### config.mk
export PLATFORM = sky130hd
export DESIGN_NAME = multi_debounce_counter
export DESIGN_NICKNAME = d
export VERILOG_FILES = /design/src/rtl/multi_debounce_pkg.sv /design/src/rtl/debounce_channel.sv /design/src/rtl/multi_debounce_counter.sv
export SDC_FILE = /design/constraint.sdc
export NUM_CORES = 1
export LEC_CHECK = 0
export CORE_ASPECT_RATIO = 1.1
export CORE_MARGIN = 1
export CORE_UTILIZATION = 58
export DETAILED_ROUTE_END_ITERATION = 10
export PLACE_DENSITY = 0.84
export SLEW_MARGIN = 40
export SYNTH_ARGS = -nofsm -noshare
export SYNTH_HDL_FRONTEND = slang
export SYNTH_SLANG_ARGS = --single-unit
export TNS_END_PERCENT = 1
### constraint.sdc
create_clock -name i_clk -period 7.9 [get_ports i_clk]
set_clock_uncertainty 0.1 [all_clocks]
set_input_delay 1.58 -clock i_clk [delete_from_list [all_inputs] [get_ports i_clk]]
set_output_delay 1.58 -clock i_clk [all_outputs]
set_load 0.03 [all_outputs]
### src/rtl/multi_debounce_pkg.sv
// Shared types and edge-qualification helper for the multi-channel debounce/edge counter.
package multi_debounce_pkg;

    // Bit 1 of the encoding is the debounced level, so the output decodes straight from the state flop.
    typedef enum logic [1:0] {
        S_ZERO  = 2'b00,
        S_WAIT1 = 2'b01,
        S_ONE   = 2'b10,
        S_WAIT0 = 2'b11
    } db_state_t;

    typedef enum logic [1:0] {
        EDGE_RISE = 2'b00,
        EDGE_FALL = 2'b01,
        EDGE_BOTH = 2'b10,
        EDGE_NONE = 2'b11
    } edge_mode_t;

    function automatic logic edge_qualifies(input logic prev, input logic cur, input edge_mode_t mode);
        logic q;
        case (mode)
            EDGE_RISE: q = ~prev & cur;
            EDGE_FALL: q = prev & ~cur;
            EDGE_BOTH: q = prev ^ cur;
            default:   q = 1'b0;
        endcase
        return q;
    endfunction

endpackage

### src/rtl/debounce_channel.sv
// One channel: 2-flop synchroniser, timed debounce FSM, debounced-edge pulse and
// increment strobes for the raw and debounced edge counters held by the parent.
module debounce_channel
    import multi_debounce_pkg::*;
#(
    parameter int DB_TICKS = 2000000
) (
    input  logic       i_clk,
    input  logic       i_rst,
    input  logic       i_lvl,
    input  edge_mode_t i_mode,
    output logic       o_lvl_db,
    output logic       o_db_edge,
    output logic       o_raw_inc,
    output logic       o_db_inc
);
    localparam int TMR_W = $clog2(DB_TICKS);
    localparam logic [TMR_W-1:0] TMR_LOAD = TMR_W'(DB_TICKS - 1);

    logic             meta_q, meta_d;
    logic             sync_q, sync_d;
    logic             sync_prev_q, sync_prev_d;
    logic             db_edge_q, db_edge_d;
    db_state_t        state_q, state_d;
    logic [TMR_W-1:0] timer_q, timer_d;

    always_ff @(posedge i_clk or posedge i_rst) begin
        if (i_rst) begin
            meta_q      <= 1'b0;
            sync_q      <= 1'b0;
            sync_prev_q <= 1'b0;
            db_edge_q   <= 1'b0;
            state_q     <= S_ZERO;
            timer_q     <= '0;
        end else begin
            meta_q      <= meta_d;
            sync_q      <= sync_d;
            sync_prev_q <= sync_prev_d;
            db_edge_q   <= db_edge_d;
            state_q     <= state_d;
            timer_q     <= timer_d;
        end
    end

    always_comb begin
        meta_d      = i_lvl;
        sync_d      = meta_q;
        sync_prev_d = sync_q;
        state_d     = state_q;
        timer_d     = timer_q;
        case (state_q)
            S_ZERO: begin
                if (sync_q) begin
                    state_d = S_WAIT1;
                    timer_d = TMR_LOAD;
                end
            end
            S_WAIT1: begin
                if (!sync_q)                state_d = S_ZERO;
                else if (timer_q != '0)     timer_d = timer_q - TMR_W'(1);
                else                        state_d = S_ONE;
            end
            S_ONE: begin
                if (!sync_q) begin
                    state_d = S_WAIT0;
                    timer_d = TMR_LOAD;
                end
            end
            S_WAIT0: begin
                if (sync_q)                 state_d = S_ONE;
                else if (timer_q != '0)     timer_d = timer_q - TMR_W'(1);
                else                        state_d = S_ZERO;
            end
            default: state_d = S_ZERO;
        endcase
        // The debounced counter steps on the same edge the level and the pulse change.
        o_db_inc  = edge_qualifies(state_q[1], state_d[1], i_mode);
        db_edge_d = o_db_inc;
        o_raw_inc = edge_qualifies(sync_prev_q, sync_q, i_mode);
    end

    assign o_lvl_db  = state_q[1];
    assign o_db_edge = db_edge_q;

endmodule

### src/rtl/multi_debounce_counter.sv
// N-channel debounced/raw edge counter. Define DB_COUNT_SAT_EN to make both
// counters saturate at all-ones instead of wrapping.
module multi_debounce_counter
    import multi_debounce_pkg::*;
#(
    parameter int N_CH     = 4,
    parameter int CNT_W    = 8,
    parameter int DB_TICKS = 2000000
) (
    input  logic                  i_clk,
    input  logic                  i_rst,
    input  logic [N_CH-1:0]       i_lvl,
    input  logic [N_CH-1:0]       i_clr,
    input  logic [1:0]            i_mode,
    output logic [N_CH-1:0]       o_lvl_db,
    output logic [N_CH-1:0]       o_db_edge,
    output logic [N_CH*CNT_W-1:0] o_raw_count,
    output logic [N_CH*CNT_W-1:0] o_db_count
);
    edge_mode_t mode;
    assign mode = edge_mode_t'(i_mode);

    // Clear beats increment, so an edge coinciding with a clear is dropped.
    function automatic logic [CNT_W-1:0] next_count(input logic [CNT_W-1:0] cnt,
                                                    input logic clr, input logic inc);
        logic [CNT_W-1:0] nxt;
        nxt = cnt;
        if (clr) begin
            nxt = '0;
        end else if (inc) begin
`ifdef DB_COUNT_SAT_EN
            if (cnt != {CNT_W{1'b1}}) nxt = cnt + CNT_W'(1);
`else
            nxt = cnt + CNT_W'(1);
`endif
        end
        return nxt;
    endfunction

    generate
        for (genvar gi = 0; gi < N_CH; gi++) begin : g_ch
            logic             raw_inc, db_inc;
            logic [CNT_W-1:0] raw_cnt_q, raw_cnt_d;
            logic [CNT_W-1:0] db_cnt_q, db_cnt_d;

            debounce_channel #(
                .DB_TICKS (DB_TICKS)
            ) u_ch (
                .i_clk     (i_clk),
                .i_rst     (i_rst),
                .i_lvl     (i_lvl[gi]),
                .i_mode    (mode),
                .o_lvl_db  (o_lvl_db[gi]),
                .o_db_edge (o_db_edge[gi]),
                .o_raw_inc (raw_inc),
                .o_db_inc  (db_inc)
            );

            always_comb begin
                raw_cnt_d = next_count(raw_cnt_q, i_clr[gi], raw_inc);
                db_cnt_d  = next_count(db_cnt_q, i_clr[gi], db_inc);
            end

            always_ff @(posedge i_clk or posedge i_rst) begin
                if (i_rst) begin
                    raw_cnt_q <= '0;
                    db_cnt_q  <= '0;
                end else begin
                    raw_cnt_q <= raw_cnt_d;
                    db_cnt_q  <= db_cnt_d;
                end
            end

            assign o_raw_count[gi*CNT_W +: CNT_W] = raw_cnt_q;
            assign o_db_count[gi*CNT_W +: CNT_W]  = db_cnt_q;
        end
    endgenerate

endmodule

==> results of run 1 <==
## worst max-delay path, stage by stage
cell	delay, ns
sky130_fd_sc_hd__clkdlybuf4s50_1	0.68
sky130_fd_sc_hd__nand2b_1	0.46
sky130_fd_sc_hd__or3_1	0.39
sky130_fd_sc_hd__o31a_1	0.39
sky130_fd_sc_hd__or4_1	0.54
sky130_fd_sc_hd__a21oi_1	0.16
## stage by stage
stage / instances / util / setup WS (ns) / hold WS (ns) / area, um2
global placement: 1149 / 0.6635 / 3.644 / 0.2350 / 9699
detailed placement: 1149 / 0.6659 / 3.516 / 0.2347 / 9734
floorplan: 907 / - / 1.560 / 0.2312 / 8777
CTS: 1178 / 0.7023 / 3.967 / 0.2482 / 10270
finish: 1178 / 0.7028 / 3.925 / 0.2473 / 10270
global route: 1178 / 0.7028 / 3.702 / 0.2583 / 10270
## kinds of logic after synthesis
kind of cell	Yosys count	synth area share
adder cells (fa/ha/maj)	24	0.03421
XOR/XNOR	75	0.07484
multiplexers	13	0.01554
buffers and inverters	77	0.03721
AO/OA/AOI/OAI	159	0.1150
AND/OR/NAND/NOR	387	0.2328
flip-flops	172	0.4904
## state kept, by name, indices dropped and copies added (netlist names)
signal and flops:
g_ch.u_ch.sync_prev_q 4, g_ch.db_cnt_q 32, g_ch.u_ch.sync_prev_d 4, g_ch.u_ch.state_q 8
g_ch.u_ch.o_db_edge 4, g_ch.raw_cnt_q 32, g_ch.u_ch.timer_q 84, g_ch.u_ch.meta_q 4
## layout make-up
cell class / count / area (um2)
fillers: 1078 / 4345
flip-flops and latches: 172 / 4304
multi-input cells: 658 / 4182
repair buffers: 85 / 849.6
clock buffers: 22 / 464.2
well taps: 192 / 240.2
inverters: 42 / 165.2
clock inverters: 7 / 68.82
## power by group
part	internal [mW]	total [mW]	switching (mW)
combinational	0.0471	0.130	0.0828
clock	0.444	0.775	0.331
sequential	0.901	0.928	0.0268
## worst paths after layout
path                                                       to  slack [ns]  depth (start not counted)
setup / recovery              g_ch[2].db_cnt_q[7]$_DFFE_PP0P_        3.92                          6
hold / removal             g_ch[2].u_ch.sync_prev_d$_DFF_PP0_        0.25                          0
setup reg to reg              g_ch[2].db_cnt_q[7]$_DFFE_PP0P_        4.04                         12
hold reg to reg            g_ch[2].u_ch.sync_prev_d$_DFF_PP0_        0.25                          0
max in group asynchronous     g_ch[2].db_cnt_q[4]$_DFFE_PP0P_        5.04                          3
min in group asynchronous     g_ch[3].db_cnt_q[7]$_DFFE_PP0P_        1.56                          2
## routing by layer
| layer | track usage | routed length [um] | vias up |
|---|---|---|---|
| met4 | 0.1022 | 272 | 0 |
| li1 | - | - | 3394 |
| met2 | 0.4439 | 9869 | 137 |
| met5 | 0 | 0 | - |
| met1 | 0.3148 | 8309 | 3481 |
| met3 | 0.04991 | 641 | 28 |
## synthesized netlist by cell type (24+ instances only)
cell,number
sky130_fd_sc_hd__nor3_1,25
sky130_fd_sc_hd__dfrtp_1,172
sky130_fd_sc_hd__nand3_1,36
sky130_fd_sc_hd__inv_1,41
sky130_fd_sc_hd__o21ai_0,40
sky130_fd_sc_hd__xnor2_1,30
sky130_fd_sc_hd__a21oi_1,45
sky130_fd_sc_hd__nor2_1,103
sky130_fd_sc_hd__or3_1,34
sky130_fd_sc_hd__xor2_1,45
sky130_fd_sc_hd__nand2_1,56
sky130_fd_sc_hd__ha_1,24
sky130_fd_sc_hd__nand4_1,24
==> impl_results.md, run 1 <==
* Fin. max-slew vios at 0
* Library cell occupying the most area in the post-synthesis netlist: sky130_fd_sc_hd__dfrtp_1
* Data arrival time of the critical path at 4.21 ns
* Critical register-to-register path startpoint: g_ch[2].u_ch.timer_q[0]$_DFFE_PP0P_
* Number of buffers inserted for hold repair after clock tree synthesis at 0
* Die boundary width at 119.3 um
* Number of flops mapped to enable cells by yosys at 0
* Latest clock arrival within the worst-skew pair at 0.42 ns
* Routability congestion estimate from global placement at 0.8327
* Core Box Area at 14620 um2
* Mapped Cells at 907
* Startpoint class of the critical path: input port
* Fraction of post-synthesis cell area in the top cell type by area at 0.4904
* Num ports at 84
* Reported leakage power at 4.033 nW
* Mapped cell area at 8777 um2
* Primary flip-flop cell chosen by synthesis mapping: sky130_fd_sc_hd__dfrtp_1
* CTS Root Buffer Type: sky130_fd_sc_hd__clkbuf_16
* Number of different library cells in the post-synthesis netlist at 56
* Share of flip-flops with an asynchronous set or reset at 1.000
* Post-route clock period utilization at 0.5032
* Total iterations of the first detailed-routing run at 4
* Number of nets in the synthesized netlist at 943
* Via count of the first global-routing pass at 6772
* Timing-limited maximum frequency at 0.2516 GHz
* GR Overflow Total at 0
* Result of the run: complete, no violations
* Hold Crit Start: g_ch[2].u_ch.meta_q$_DFF_PP0_
* Max clock buf depth at 2
* Slew @ Worst Pin at 0.7078 ns
* Signed area change from the synthesized netlist to the final layout at 17.05%
* Power Dens Cells at 178.4 nW/um2
* Area of the die at 15630 um2
* Antenna diode count at 0
* Starting utilization of the core area at 0.6004
* Setup repair after global routing missed its margin: no
* Number of antenna violations at the first check in global routing at 0
* Sum of internal, switching and leakage power at 1.833 mW
* Proportion of layout cells with a drive suffix above 1 at 0.05172
* Number of remaining DRC errors at 0
* Number of hold violations in the final report at 0
* Clock tree from TritonCTS: yes
* CTS clock-pin slew for the worst setup and hold paths at 0.06 ns
* Count of vias placed by the detailed router at 7040
* Commonest cells after routing, fill and taps aside: 172 x sky130_fd_sc_hd__dfrtp_1, 103 x sky130_fd_sc_hd__nor2_1, 83 x sky130_fd_sc_hd__clkdlybuf4s50_1
* Final setup viols at 0
* Number of core rows at 46
* Count of port buffers added during placement at 83
* Slew headroom at 0.5264
* Top post-synthesis cells by area: sky130_fd_sc_hd__dfrtp_1 49%, sky130_fd_sc_hd__xor2_1 4.5%, sky130_fd_sc_hd__nor2_1 4.4%
* Period minus WS final at 3.975 ns
* Maximum number of pins on one net before global-route repair at 101
* Setup TNS at 0 ns
* Post-layout nets at 1012
* Most common cell after layout, fill and taps aside: sky130_fd_sc_hd__dfrtp_1
* Post-CTS Setup Inserts at 0
* Total Routing Usage GR at 0.2549
* Worst hold path class: reg2reg
* # clock sinks at 172
* Setup crit start: i_mode[1]
* Synth warnings at 0
* Global-route wire length before repair at 31800 um
* Number of gates resized after cts at 0
* Worst IR drop on VDD at 0.1640 mV
* Syn avg cell area at 9.677 um2
* Number of register bits inferred by synthesis at 172
* Worst Setup End Kind: flip-flop
* # H-tree levels at 4
* Wirelength per Cell at 16.21 um
* Largest fanout on the critical path at 17
* WP data required at 8.14 ns
* CTS buffer count at 17
* 1st-iter DRT viols at 448
* Detailed Place HPWL at 12820 um
* Antenna Violating Nets Remaining at 0
* Routed via count divided by cell count at 5.976
* Fraction of the yosys area taken by sequential cells at 0.4904
* DRT Wirelength at 19090 um
* Setup CP Type: in2reg
* Vert. Die Dim at 131.0 um
* Max-cap violations at 0
No activity file was read; power rests on OpenSTA's default activity.
==> run 2: changes to the inputs <==
Settings changed: CORE_UTILIZATION 58 to 52, PLACE_DENSITY 0.84 to 0.79.
Clock period 7.9 ns to 3.36 ns, I/O delays scaled along.
==> run 2 against run 1 <==
  * Register-to-register slack worse by 4.0 ns
  * Total power increased by 150%
  * Count of clock-buffer cells in the layout decreased by 4
  * Sequential power up 130%
  * Setup slack worse by 3.8 ns
  * Non-clock buffer count is 27 higher
  * Largest cell class unchanged
  * Highest routed layer unchanged
==> impl_results.md, run 2 (synthesized netlist as in run 1, its figures left out) <==
* Signed area change from the synthesized netlist to the final layout at 20.80%
* Worst IR drop on VDD at 0.4122 mV
* Logic depth of the worst register-to-register path at 10
* Area of the die at 17400 um2
* Reg-to-reg slack, setup at 0.08 ns
* Commonest cells after routing, fill and taps aside: 172 x sky130_fd_sc_hd__dfrtp_1, 100 x sky130_fd_sc_hd__nor2_1, 83 x sky130_fd_sc_hd__clkdlybuf4s50_1
* Core Box Area at 16430 um2
* Setup TNS at 0 ns
* # clock sinks at 172
* CTS clock-pin slew for the worst setup and hold paths at 0.07 ns
* Count of port buffers added during placement at 83
* Maximum number of pins on one net before global-route repair at 48
* Starting utilization of the core area at 0.5342
* Startpoint class of the critical path: flip-flop
* Vert. Die Dim at 138.3 um
* GR Overflow Total at 0
* 1st-iter DRT viols at 360
* CTS buffer count at 17
* Final setup viols at 0
* # H-tree levels at 4
* Number of hold violations in the final report at 0
* Clock tree from TritonCTS: yes
* Slew @ Worst Pin at 0.7694 ns
* Number of buffers inserted for hold repair after clock tree synthesis at 0
* Result of the run: complete, no violations
* Proportion of layout cells with a drive suffix above 1 at 0.08571
* Reported leakage power at 4.197 nW
* Most common cell after layout, fill and taps aside: sky130_fd_sc_hd__dfrtp_1
* Worst Setup End Kind: flip-flop
* Count of vias placed by the detailed router at 7118
* Timing-limited maximum frequency at 0.3046 GHz
* Data arrival time of the critical path at 3.54 ns
* Via count of the first global-routing pass at 6889
* Period minus WS final at 3.283 ns
* Regs by FF count: g_ch.u_ch.timer_q (84), g_ch.db_cnt_q (32), g_ch.raw_cnt_q (32)
* DRT Wirelength at 19030 um
* Number of core rows at 49
* Hold Crit Start: g_ch[0].u_ch.meta_q$_DFF_PP0_
* Post-layout nets at 1039
* Max clock buf depth at 2
* Power Dens Cells at 426.5 nW/um2
* Global-route wire length before repair at 32900 um
* Wirelength per Cell at 15.61 um
* Fin. max-slew vios at 0
* Max-cap violations at 0
* Largest fanout on the critical path at 5
* Slew headroom at 0.4852
* Reg-to-reg endpoint: g_ch[2].db_cnt_q[7]$_DFFE_PP0P_
* Fraction of met1 tracks used by global routing at 0.2858
* Sum of internal, switching and leakage power at 4.522 mW
* Setup crit start: g_ch[2].u_ch.timer_q[13]$_DFFE_PP0P_
* Routability congestion estimate from global placement at 0.8578
* Antenna diode count at 0
* Latest clock arrival within the worst-skew pair at 0.43 ns
* Layer with the highest usage after global routing: met2
* CTS Root Buffer Type: sky130_fd_sc_hd__clkbuf_16
* Total iterations of the first detailed-routing run at 5
* Total Routing Usage GR at 0.2312
* Largest register by flop count: g_ch.u_ch.timer_q
* Number of fill cells in the layout at 1261
* Num ports at 84
* Global routing met3 resource utilization at 0.05224
* Number of antenna violations at the first check in global routing at 0
* Routed via count divided by cell count at 5.839
* Worst hold path class: reg2reg
* Antenna Violating Nets Remaining at 0
* Post-route clock period utilization at 0.9770
* GR Util met2 at 0.3959
* WP data required at 3.61 ns
* Number of remaining DRC errors at 0
* Largest register FFs at 84
* Post-CTS Setup Inserts at 0
* Critical register-to-register path startpoint: g_ch[2].u_ch.timer_q[13]$_DFFE_PP0P_
* Die boundary width at 125.9 um
* Setup repair after global routing missed its margin: yes
* Last element of the critical path: g_ch[2].db_cnt_q[7]$_DFFE_PP0P_
* Setup CP Type: reg2reg
* Detailed Place HPWL at 13050 um
run 2: cell types whose count changed in the layout (fill, tap and decap cells not counted), sizes merged:
cell | before | now
buf | 2 | 29
clkbuf | 22 | 18
bufinv | 1 | 3
clkinvlp | 2 | 4
inv | 42 | 44
run 2: worst min-delay path by stage:
stage | end | slack (ns) | cells after the start
after floorplan | g_ch[0].u_ch.sync_prev_d$_DFF_PP0_ | 0.23 | 0
after global placement | g_ch[0].u_ch.sync_prev_d$_DFF_PP0_ | 0.23 | 0
after detailed placement | g_ch[0].u_ch.sync_prev_d$_DFF_PP0_ | 0.24 | 0
after CTS | g_ch[0].u_ch.sync_prev_d$_DFF_PP0_ | 0.25 | 0
after global routing | g_ch[0].u_ch.sync_prev_d$_DFF_PP0_ | 0.27 | 0
final | g_ch[0].u_ch.sync_prev_d$_DFF_PP0_ | 0.25 | 0
run 2: power breakdown:
part           internal (mW)  switching, mW  total [mW]
Clock                   1.19          0.830        2.02
Combinational          0.124          0.198       0.322
Sequential              2.12         0.0616        2.18
run 2: stage by stage:
step / setup WS [ns] / util / instances / hold slack [ns] / cell area, um2
after global placement: 0.1142 / 0.6058 / 1188 / 0.2321 / 9953
after CTS: 0.008034 / 0.6430 / 1219 / 0.2509 / 10570
after floorplan: 0.2041 / - / 907 / 0.2312 / 8781
final: 0.07711 / 0.6453 / 1219 / 0.2489 / 10600
after detailed placement: 0.02696 / 0.6062 / 1188 / 0.2364 / 9960
after global routing: -0.07878 / 0.6453 / 1219 / 0.2698 / 10600
run 2: worst max-delay path: stages, from the launching register on:
cell and delay [ns]:
sky130_fd_sc_hd__dfrtp_1 0.42, sky130_fd_sc_hd__or4_4 0.56, sky130_fd_sc_hd__or3_4 0.40, sky130_fd_sc_hd__nor2_2 0.14, sky130_fd_sc_hd__nand2_1 0.08, sky130_fd_sc_hd__o21ai_1 0.10
sky130_fd_sc_hd__ha_1 0.24, sky130_fd_sc_hd__a211o_1 0.28, sky130_fd_sc_hd__o31a_1 0.16, sky130_fd_sc_hd__or4_1 0.57, sky130_fd_sc_hd__a21oi_2 0.15
run 2: final cells by class:
cell class	instances	area, um2	share of cell area
Sequential cell	172	4304	0.4059
Multi-Input combinational cell	658	4187	0.3949
Clock inverter	13	166.4	0.01570
Inverter	42	161.4	0.01522
Tap cell	204	255.2	0.02407
Clock buffer	18	439.2	0.04142
Timing Repair Buffer	112	1090	0.1028
run 2: repair_timing:
action / in CTS / in global routing
gates resized for setup: 0 / 11
hold endpoints to repair: 0 / 0
setup endpoints to repair: 0 / 19
run 2: layer usage:
layer	vias up	routed length, um
met4	0	309
met3	33	609
li1	3450	-
met5	-	0
met1	3516	8202
met2	119	9908
